==> src/rtl/cla_serial_addsub_sequencer_if.sv <==
// Operand/result handshake bundle for the serial CLA add/sub sequencer.
// The producer/consumer side uses master; the sequencer uses slave.
interface cla_serial_addsub_sequencer_if #(
  parameter int WIDTH = 16
);
  logic             in_valid;
  logic             in_ready;
  logic             op_sub;
  logic [WIDTH-1:0] op_a;
  logic [WIDTH-1:0] op_b;
  logic             carry_in;
  logic             out_valid;
  logic             out_ready;
  logic [WIDTH-1:0] result;
  logic             carry_out;
  logic             overflow;
  logic             zero;
  logic             busy;

  modport master (
    output in_valid, op_sub, op_a, op_b, carry_in, out_ready,
    input  in_ready, out_valid, result, carry_out, overflow, zero, busy
  );

  modport slave (
    input  in_valid, op_sub, op_a, op_b, carry_in, out_ready,
    output in_ready, out_valid, result, carry_out, overflow, zero, busy
  );
endinterface

==> src/rtl/cla_serial_addsub_sequencer.sv <==
// Wide add/subtract built from one 4-bit carry-lookahead slice, reused
// once per nibble (LSB first) with the nibble carry held in a register.
module cla_serial_addsub_sequencer #(
  parameter int WIDTH = 16
) (
  input  logic clk,
  input  logic rst,
  cla_serial_addsub_sequencer_if.slave bus
);
  localparam int NIBBLES = WIDTH / 4;
  localparam int IDX_W   = (NIBBLES > 1) ? $clog2(NIBBLES) : 1;
  localparam logic [IDX_W-1:0] LAST_IDX = IDX_W'(NIBBLES - 1);

  typedef enum logic [1:0] {IDLE, RUN, DONE} state_t;

  state_t state, state_nx;

  logic [WIDTH-1:0] a_q, b_q, result_q, res_nx;
  logic             sub_q, carry_q;
  logic [IDX_W-1:0] idx;
  logic             carry_out_q, ovf_q, zero_q;
  logic [5:0]       slice;
  logic             accept;

  // 4-bit lookahead slice: returns {carry out of bit 3, carry into bit 3, sum}.
  function automatic logic [5:0] cla4(input logic [3:0] a, input logic [3:0] b,
                                      input logic c0);
    logic [3:0] g, p;
    logic [4:0] c;
    g    = a & b;
    p    = a ^ b;
    c[0] = c0;
    c[1] = g[0] | (p[0] & c0);
    c[2] = g[1] | (p[1] & g[0]) | (p[1] & p[0] & c0);
    c[3] = g[2] | (p[2] & g[1]) | (p[2] & p[1] & g[0]) | (p[2] & p[1] & p[0] & c0);
    c[4] = g[3] | (p[3] & g[2]) | (p[3] & p[2] & g[1]) | (p[3] & p[2] & p[1] & g[0])
         | (p[3] & p[2] & p[1] & p[0] & c0);
    return {c[4], c[3], p ^ c[3:0]};
  endfunction

  assign bus.in_ready  = (state == IDLE) && !rst;
  assign bus.out_valid = (state == DONE);
  assign bus.busy      = (state != IDLE);
  assign bus.result    = result_q;
  assign bus.carry_out = carry_out_q;
  assign bus.overflow  = ovf_q;
  assign bus.zero      = zero_q;

  assign accept = bus.in_valid && bus.in_ready;

  always_ff @(posedge clk) begin
    if (rst) state <= IDLE;
    else     state <= state_nx;
  end

  always_comb begin
    state_nx = state;
    case (state)
      IDLE:    if (accept) state_nx = RUN;
      RUN:     if (idx == LAST_IDX) state_nx = DONE;
      DONE:    if (bus.out_ready) state_nx = IDLE;
      default: state_nx = IDLE;
    endcase
  end

  // Subtract inverts B here; the +1 arrives through the preloaded carry.
  always_comb begin
    slice  = cla4(a_q[idx*4 +: 4], b_q[idx*4 +: 4] ^ {4{sub_q}}, carry_q);
    res_nx = result_q;
    res_nx[idx*4 +: 4] = slice[3:0];
  end

  always_ff @(posedge clk) begin
    if (rst) begin
      result_q    <= '0;
      carry_q     <= 1'b0;
      idx         <= '0;
      carry_out_q <= 1'b0;
      ovf_q       <= 1'b0;
      zero_q      <= 1'b0;
    end else begin
      case (state)
        IDLE: if (accept) begin
          a_q     <= bus.op_a;
          b_q     <= bus.op_b;
          sub_q   <= bus.op_sub;
          carry_q <= bus.op_sub ? 1'b1 : bus.carry_in;
          idx     <= '0;
        end
        RUN: begin
          result_q <= res_nx;
          carry_q  <= slice[5];
          // Index parks at the last nibble; it is reloaded on the next accept.
          if (idx == LAST_IDX) begin
            carry_out_q <= slice[5];
            ovf_q       <= slice[5] ^ slice[4];
            zero_q      <= (res_nx == '0);
          end else begin
            idx <= idx + 1'b1;
          end
        end
        default: ;
      endcase
    end
  end
endmodule

==> src/flat_wrapper.sv <==
// flat-port wrapper written by rule: the top's interface ports become plain ports
module cla_serial_addsub_sequencer_flat 
#(
  parameter int WIDTH = 16
)
  (clk, rst, bus_in_valid, bus_op_sub, bus_op_a, bus_op_b, bus_carry_in, bus_out_ready, bus_in_ready, bus_out_valid, bus_result, bus_carry_out, bus_overflow, bus_zero, bus_busy);
  cla_serial_addsub_sequencer_if #(.WIDTH(WIDTH)) bus_i ();
  input  logic clk;
  input  logic rst;
  input wire logic [$bits(bus_i.in_valid)-1:0] bus_in_valid;
  input wire logic [$bits(bus_i.op_sub)-1:0] bus_op_sub;
  input wire logic [$bits(bus_i.op_a)-1:0] bus_op_a;
  input wire logic [$bits(bus_i.op_b)-1:0] bus_op_b;
  input wire logic [$bits(bus_i.carry_in)-1:0] bus_carry_in;
  input wire logic [$bits(bus_i.out_ready)-1:0] bus_out_ready;
  output wire logic [$bits(bus_i.in_ready)-1:0] bus_in_ready;
  output wire logic [$bits(bus_i.out_valid)-1:0] bus_out_valid;
  output wire logic [$bits(bus_i.result)-1:0] bus_result;
  output wire logic [$bits(bus_i.carry_out)-1:0] bus_carry_out;
  output wire logic [$bits(bus_i.overflow)-1:0] bus_overflow;
  output wire logic [$bits(bus_i.zero)-1:0] bus_zero;
  output wire logic [$bits(bus_i.busy)-1:0] bus_busy;
  assign bus_i.in_valid = bus_in_valid;
  assign bus_i.op_sub = bus_op_sub;
  assign bus_i.op_a = bus_op_a;
  assign bus_i.op_b = bus_op_b;
  assign bus_i.carry_in = bus_carry_in;
  assign bus_i.out_ready = bus_out_ready;
  assign bus_in_ready = bus_i.in_ready;
  assign bus_out_valid = bus_i.out_valid;
  assign bus_result = bus_i.result;
  assign bus_carry_out = bus_i.carry_out;
  assign bus_overflow = bus_i.overflow;
  assign bus_zero = bus_i.zero;
  assign bus_busy = bus_i.busy;
  cla_serial_addsub_sequencer #(.WIDTH(WIDTH)) u_core (.clk(clk), .rst(rst), .bus(bus_i));
endmodule
==> config.mk <==
export PLATFORM = sky130hd
export DESIGN_NAME = cla_serial_addsub_sequencer_flat
export DESIGN_NICKNAME = d
export VERILOG_FILES = /design/src/rtl/cla_serial_addsub_sequencer_if.sv /design/src/rtl/cla_serial_addsub_sequencer.sv /design/src/flat_wrapper.sv
export SDC_FILE = /design/constraint.sdc
export NUM_CORES = 1
export LEC_CHECK = 0
export CAP_MARGIN = 20
export CORE_ASPECT_RATIO = 0.75
export CORE_MARGIN = 5
export CORE_UTILIZATION = 40
export DETAILED_ROUTE_END_ITERATION = 8
export DONT_BUFFER_PORTS = 1
export GPL_TIMING_DRIVEN = 0
export HOLD_SLACK_MARGIN = 0.08
export PLACE_DENSITY = 0.6
export SLEW_MARGIN = 20
export SYNTH_ARGS = -nofsm -noshare
export SYNTH_HDL_FRONTEND = slang
export SYNTH_SLANG_ARGS = --single-unit
==> constraint.sdc <==
create_clock -name clk -period 5.7 [get_ports clk]
set_clock_uncertainty 0.05 [all_clocks]
set_input_delay 0.57 -clock clk [delete_from_list [all_inputs] [get_ports clk]]
set_output_delay 0.57 -clock clk [all_outputs]
set_load 0.05 [all_outputs]
# --- After elaboration in Yosys (flattened, before gate mapping) ---
# Index checks and enable logic that the tools add are counted.
totals:
  regBits: 57
  latch_bits: 0
  mem_bits_rw: 0
  mem_bits_ro: 0
  input_bits: 38
  output_inout_bits: 22
  wordCells: 78
  memories: 0
op_classes:
  addsub: 2
  mul: 0
  div_mod_pow: 0
  order_cmp: 0
  eq_ne: 7
  n_shift: 4
  n_mux: 11
  bitwise_logic: 32
  n_reduce_logical: 12
op_table:
  columns: ["operator", "count"]
  rows:
  - ["4-bit negator with 34-bit output", 1]
  - ["4-bit by 34-bit variable shift with 16-bit output (first input constant)", 1]
  - ["4-bit by 34-bit indexed part select with 16-bit output", 1]
  - ["16-bit by 5-bit indexed part select with 4-bit output", 2]
  - ["1-bit bitwise AND", 16]
  - ["16-bit bitwise mux", 1]
  - ["16-bit zero test", 1]
  - ["4-bit bitwise XOR", 3]
  - ["2-bit 2-to-1 mux", 5]
  - ["1-bit bitwise OR", 10]
  - ["3-bit AND reduction", 3]
  - ["2-bit one-hot mux with 3 select lines", 1]
  - ["4-bit bitwise AND", 1]
  - ["2-bit equality test (second input constant)", 2]
  - ["2-bit by 1-bit != test with 1-bit output (second input constant)", 2]
  - ["2-bit != test (second input constant)", 2]
  - ["2-bit one-hot mux with 2 select lines", 1]
  - ["2-bit AND reduction", 2]
  - ["2-bit nonzero test", 2]
  - ["2-bit by 1-bit adder with 2-bit output (second input constant)", 1]
  - ["2-bit by 1-bit equality test with 1-bit output (second input constant)", 1]
  - ["1-bit logical AND", 2]
  - ["2-bit zero test", 1]
  - ["1-bit 2-to-1 mux", 2]
  - ["4 further kinds", 4]

# --- Logic depth before layout (Yosys ltp) ---
logic_depth:
  depth_word: 11
  mapped_depth: 10
  ltp_nobuf: 8

# --- Worst setup path after synthesis ---
# Ideal clock, no wire load.
synth_path:
  path_kind: "input to register"
  from: "input port rst"
  to: "register u_core.a_q[0] (enable)"
  setup_ns: 0.388
  arrival_time_ns: 2.691
  t_required_ns: 5.262
  slack_ns: 2.571
  path_stages: 3
  n_path_buf: 0
  path_cell_list: "nor3_1 nand2_1 inv_1"
synth_between:
  elab_chain_len: 4
  elab_cells_between_ends: 5
  cone_classes: "bitwise (1); reduce/logical (4)"
synth_rtl:
  columns: ["element", "line_no", "rtl"]
  rows:
  - ["start, declared", "flat_wrapper.sv:9", "input logic rst;"]
  - ["1-bit zero test", "cla_serial_addsub_sequencer.sv:41", "assign bus.in_ready = (state == IDLE) && !rst;"]
  - ["1-bit logical AND", "cla_serial_addsub_sequencer.sv:41", null]
  - ["1-bit logical AND", "cla_serial_addsub_sequencer.sv:49", "assign accept = bus.in_valid && bus.in_ready;"]
  - ["3-bit AND reduction (no line) (*)", null, null]
  - ["end signal, assigned", "cla_serial_addsub_sequencer.sv:84", "a_q <= bus.op_a;"]
  - ["end, declared", "cla_serial_addsub_sequencer.sv:18", "logic [WIDTH-1:0] a_q, b_q, result_q, res_nx;"]
# Every way passes the cells marked *; elsewhere a longest branch is shown, timed or not.
# A chain may end at the register's enable or synchronous reset.

# --- Worst setup path after layout ---
layout_path:
  from: "register u_core.idx[1]"
  to: "register u_core.ovf_q, in the netlist u_core.bus.overflow"
layout_between:
  elab_chain_len: 9
  elab_cells_between_ends: 27
  cone_classes: "eq/ne (1); shift (2); bitwise (23); reduce/logical (1)"
layout_rtl:
  columns: ["element", "line_no", "rtl"]
  rows:
  - ["start, declared", "cla_serial_addsub_sequencer.sv:20", "logic [IDX_W-1:0] idx;"]
  - ["start signal, assigned", "cla_serial_addsub_sequencer.sv:99", "idx <= idx + 1'b1;"]
  - ["16-bit by 5-bit indexed part select with 4-bit output", "cla_serial_addsub_sequencer.sv:68", "slice = cla4(a_q[idx*4 +: 4], b_q[idx*4 +: 4] ^ {4{sub_q}}, carry_q);"]
  - ["4-bit bitwise XOR", "cla_serial_addsub_sequencer.sv:68", null]
  - ["4-bit bitwise XOR or 4-bit bitwise AND (tied branches)", "cla_serial_addsub_sequencer.sv:31, cla_serial_addsub_sequencer.sv:30", null]
  - ["1-bit bitwise AND (on tied branches)", "cla_serial_addsub_sequencer.sv:36, cla_serial_addsub_sequencer.sv:37", null]
  - ["1-bit bitwise OR (tied with other cells) (2 in series)", "cla_serial_addsub_sequencer.sv:36", "c[4] = g[3] | (p[3] & g[2]) | (p[3] & p[2] & g[1]) | (p[3] & p[2] & p[1] & g[0])"]
  - ["1-bit bitwise OR or 1-bit bitwise AND (tied branches)", "cla_serial_addsub_sequencer.sv:36, cla_serial_addsub_sequencer.sv:37", null]
  - ["1-bit bitwise OR", "cla_serial_addsub_sequencer.sv:37", "| (p[3] & p[2] & p[1] & p[0] & c0);"]
  - ["1-bit bitwise XOR", "cla_serial_addsub_sequencer.sv:96", "ovf_q <= slice[5] ^ slice[4];"]
  - ["end signal, assigned", "cla_serial_addsub_sequencer.sv:96", null]
  - ["end, declared", "cla_serial_addsub_sequencer.sv:21", "logic carry_out_q, ovf_q, zero_q;"]
# Several ways; a longest one is shown, not always the timed one.

==> run summary <==
Full die area - 0.00843 sq mm
Ys Warns - 0
Maxcap violations - 0
Setup crit end kind - flip-flop
Fin crit share - 0.550
Most frequent CP cell - a21o_1
Die width - 104 um
Initial antenna violation count - 0
Worst slack, placed - 2.56 ns
Run status - completed
CP Class - flip-flop to flip-flop
Number of flops mapped to enable cells by yosys - 33
Layout Nets - 274
Ys async rst share - 0
CTS tree - built
Critical path fanouts, max - 10
Req. time, crit path - 5.91 ns
HP Class - input port to flip-flop
Maximum vdd drop - 0.177 mV
Power Internal - 0.000666 W
Mapped Cells - 211
Final ANT Viol Nets - 0
DRT iter0 DRCs - 153
Reg clk slew, reported paths - 0.07 ns
Via/cell ratio - 5.41
Register area share after synthesis - 0.551
First-pass GRT wire length - 9380 um
H-tree levels - 3
Final Util - 0.463
Critical-path top delay cell - clkbuf_1
Slew HR - 0.332
Die Ht - 80.8 um
Setup Fix Bufs, Post-CTS - 0
Cell Pwr Density - 322 mW/mm^2
Final TNS setup - 0 ns
CP startpoint kind - flip-flop
Fin cells - 310
Layout cell share with drive strength beyond 1 - 0.188
Via Count - 1,676
Crit-path cells - clkbuf_1 > mux4_2 > xor2_1 > ha_1 > a21o_1 > a21o_1 > a21oi_2 > nand2_1 > a311oi_2
Area grow syn2layout - 11.1%
Diode count - 0
Congestion Overflow GR - 0
Initial Util - 0.417
Vias in the first global route - 1,753
Sw frac - 0.303
Clock period minus worst slack - 3.14 ns
RSZ-0062 raised after global routing - no
DRC Markers - 0
Port Buffers - 0
Slew Viols, Final - 0
Worst skew pair latency - 0.35 ns
Drt wl/cell - 18.9 um
Gate power share - 0.156
Routability cong. - 0.918
Worst Tran Pin Value - 0.999 ns
Core box area - 0.00641 sq mm
Clock Tree Buf Depth - 2
Clk pwr share - 0.352
DP HPWL - 4210 um
Reg power frac - 0.491
Clock Sinks - 57
Post-CTS Resized - 0
Flops & latches, synth - 57
Pin count of the biggest net entering global routing - 34
CTS Buf Count - 9
Pleak - 1.03 nW
Psw - 0.000289 W
# setup viols final - 0
Num rows - 25
Synthesized area - 0.00267 sq mm
Post-cts hold buffer count - 0
Main flop type after synthesis - edfxtp_1
Mapped Nets - 261
FMAX - 319 MHz
Pre-Repair DR Iteration Count - 4
Root buffer cell - clkbuf_8
Endpoints failing hold - 0
Routed wire length - 5860 um
CP Data Arrival Time - 3.35 ns
Cells after DPL - 294
Synth unique cells - 47
Tot GR Track Use - 0.151
Setup ws final - 2.56 ns
Post-Syn Area per Cell - 12.7 sq um
Critical Path Max Stage Delay - 0.52 ns
I/O pin count - 60
final cells by class:
class | instances | area (sq um)
Fill cell | 576 | 3440
Sequential cell | 57 | 1470
Multi-Input combinational cell | 138 | 1120
Clock buffer | 9 | 124
Tap cell | 81 | 101
Clock inverter | 7 | 56.3
Buffer | 7 | 46.3
Inverter | 9 | 33.8
Timing Repair Buffer | 2 | 11.3
routing by layer:
| layer | vias up | track usage | wire (um) |
|---|---|---|---|
| met5 | - | 0 | 0 |
| met4 | 0 | 0.0505 | 62 |
| met3 | 6 | 0.0770 | 484 |
| met2 | 55 | 0.212 | 2490 |
| met1 | 789 | 0.200 | 2820 |
| li1 | 826 | - | - |
final timing paths:
path                               to  depth (start not counted)  slack (ns)       startpoint
setup / recovery  u_core.bus.overflow                          9        2.56    u_core.idx[1]
hold / removal         u_core.a_q[11]                          0        0.26     bus_op_a[11]
setup reg to reg  u_core.bus.overflow                          9        2.56    u_core.idx[1]
hold reg to reg       u_core.state[0]                          1        0.49  u_core.state[1]
registers in the layout, indices dropped and copies added, names as in the netlist:
name and cells:
u_core.state 2, u_core.carry_q 1, u_core.bus.overflow 1, u_core.sub_q 1, u_core.idx 2, u_core.a_q 16
u_core.bus.result 16, u_core.bus.zero 1, u_core.b_q 16, u_core.bus.carry_out 1
worst max-delay path, delay by kind of cell, from the launching register on:
kind                       cells  cell delay, ns
and+or+nand+nor                1            0.12
AOI/OAI and AO/OA              4            1.04
buffers and inverters          1            0.52
xor gates and xnor gates       1            0.23
adders and majority gates      1            0.28
muxes                          1            0.42
DFF                            1            0.39
cells in the final DEF (no fill, tap or decap), types with 2 or more instances in the layout:
cell type,instances
a211oi_1,4
a21o_1,4
a21oi_1,5
a22oi_1,12
buf_1,2
buf_4,2
buf_6,2
clkbuf_1,2
clkbuf_8,9
clkinv_4,2
clkinvlp_4,4
dfxtp_1,24
edfxtp_1,33
ha_1,11
inv_1,8
mux2i_1,2
mux4_2,8
nand2_1,10
nand2_2,3
nand2b_1,3
nand3_1,10
nand3b_1,2
nor2_1,21
nor2b_1,2
nor3_1,3
nor3_2,2
nor4_1,4
nor4b_4,3
o211ai_1,3
o22ai_1,2
xnor2_1,2
xor2_1,5
cell families (layout without fill, tap and decap cells):
kind of cell | count (synthesis) | after routing | share of synthesized area
and+or+nand+nor | 70 | 70 | 0.155
buffers and inverters | 16 | 34 | 0.0300
DFF | 57 | 57 | 0.551
AOI/OAI and AO/OA | 39 | 39 | 0.108
xor gates and xnor gates | 7 | 7 | 0.0230
adders and majority gates | 12 | 12 | 0.0590
muxes | 10 | 10 | 0.0749
Yosys cell counts (2+ instances only):
master    instances  area share
a211oi_1          4       0.011
edfxtp_1         33        0.37
dfxtp_1          24        0.18
a21o_1            4       0.011
ha_1             11       0.052
nor4_1            4      0.0094
mux4_2            8       0.067
o22ai_1           2      0.0047
xnor2_1           2      0.0066
nand2_2           3      0.0070
inv_1             9       0.013
buf_6             2      0.0084
nand3_1          10       0.019
nand2_1          10       0.014
nand3b_1          2      0.0056
mux2i_1           2      0.0075
a22oi_1          12       0.034
xor2_1            5       0.016
nor3_1            4      0.0075
nor2_1           21       0.030
a21oi_1           5      0.0094
nor2b_1           2      0.0047
o211ai_1          3      0.0084
nor4b_4           3       0.027
nand2b_1          3      0.0070
clkbuf_1          2      0.0028
metrics by stage:
step | hold WS (ns) | cell area [sq um] | total power [W]
detailed placement | 0.493 | 2790 | 0.000629
global route | 0.233 | 2970 | 0.00101
finish | 0.264 | 2970 | 0.000955
global placement | 0.462 | 2770 | 0.000626
CTS | 0.245 | 2970 | 0.000969
floorplan | 0.412 | 2670 | 0.000591
power groups by stage:
stage	clock (W)	sequential [W]	combinational, W
3_5_place_dp	0	0.000478	0.000150
4_1_cts	0.000349	0.000469	0.000151
2_1_floorplan	0	0.000475	0.000115
3_3_place_gp	0	0.000478	0.000148
6_report	0.000336	0.000469	0.000149
5_1_grt	0.000370	0.000471	0.000165
(Power assumes the default switching activity.)
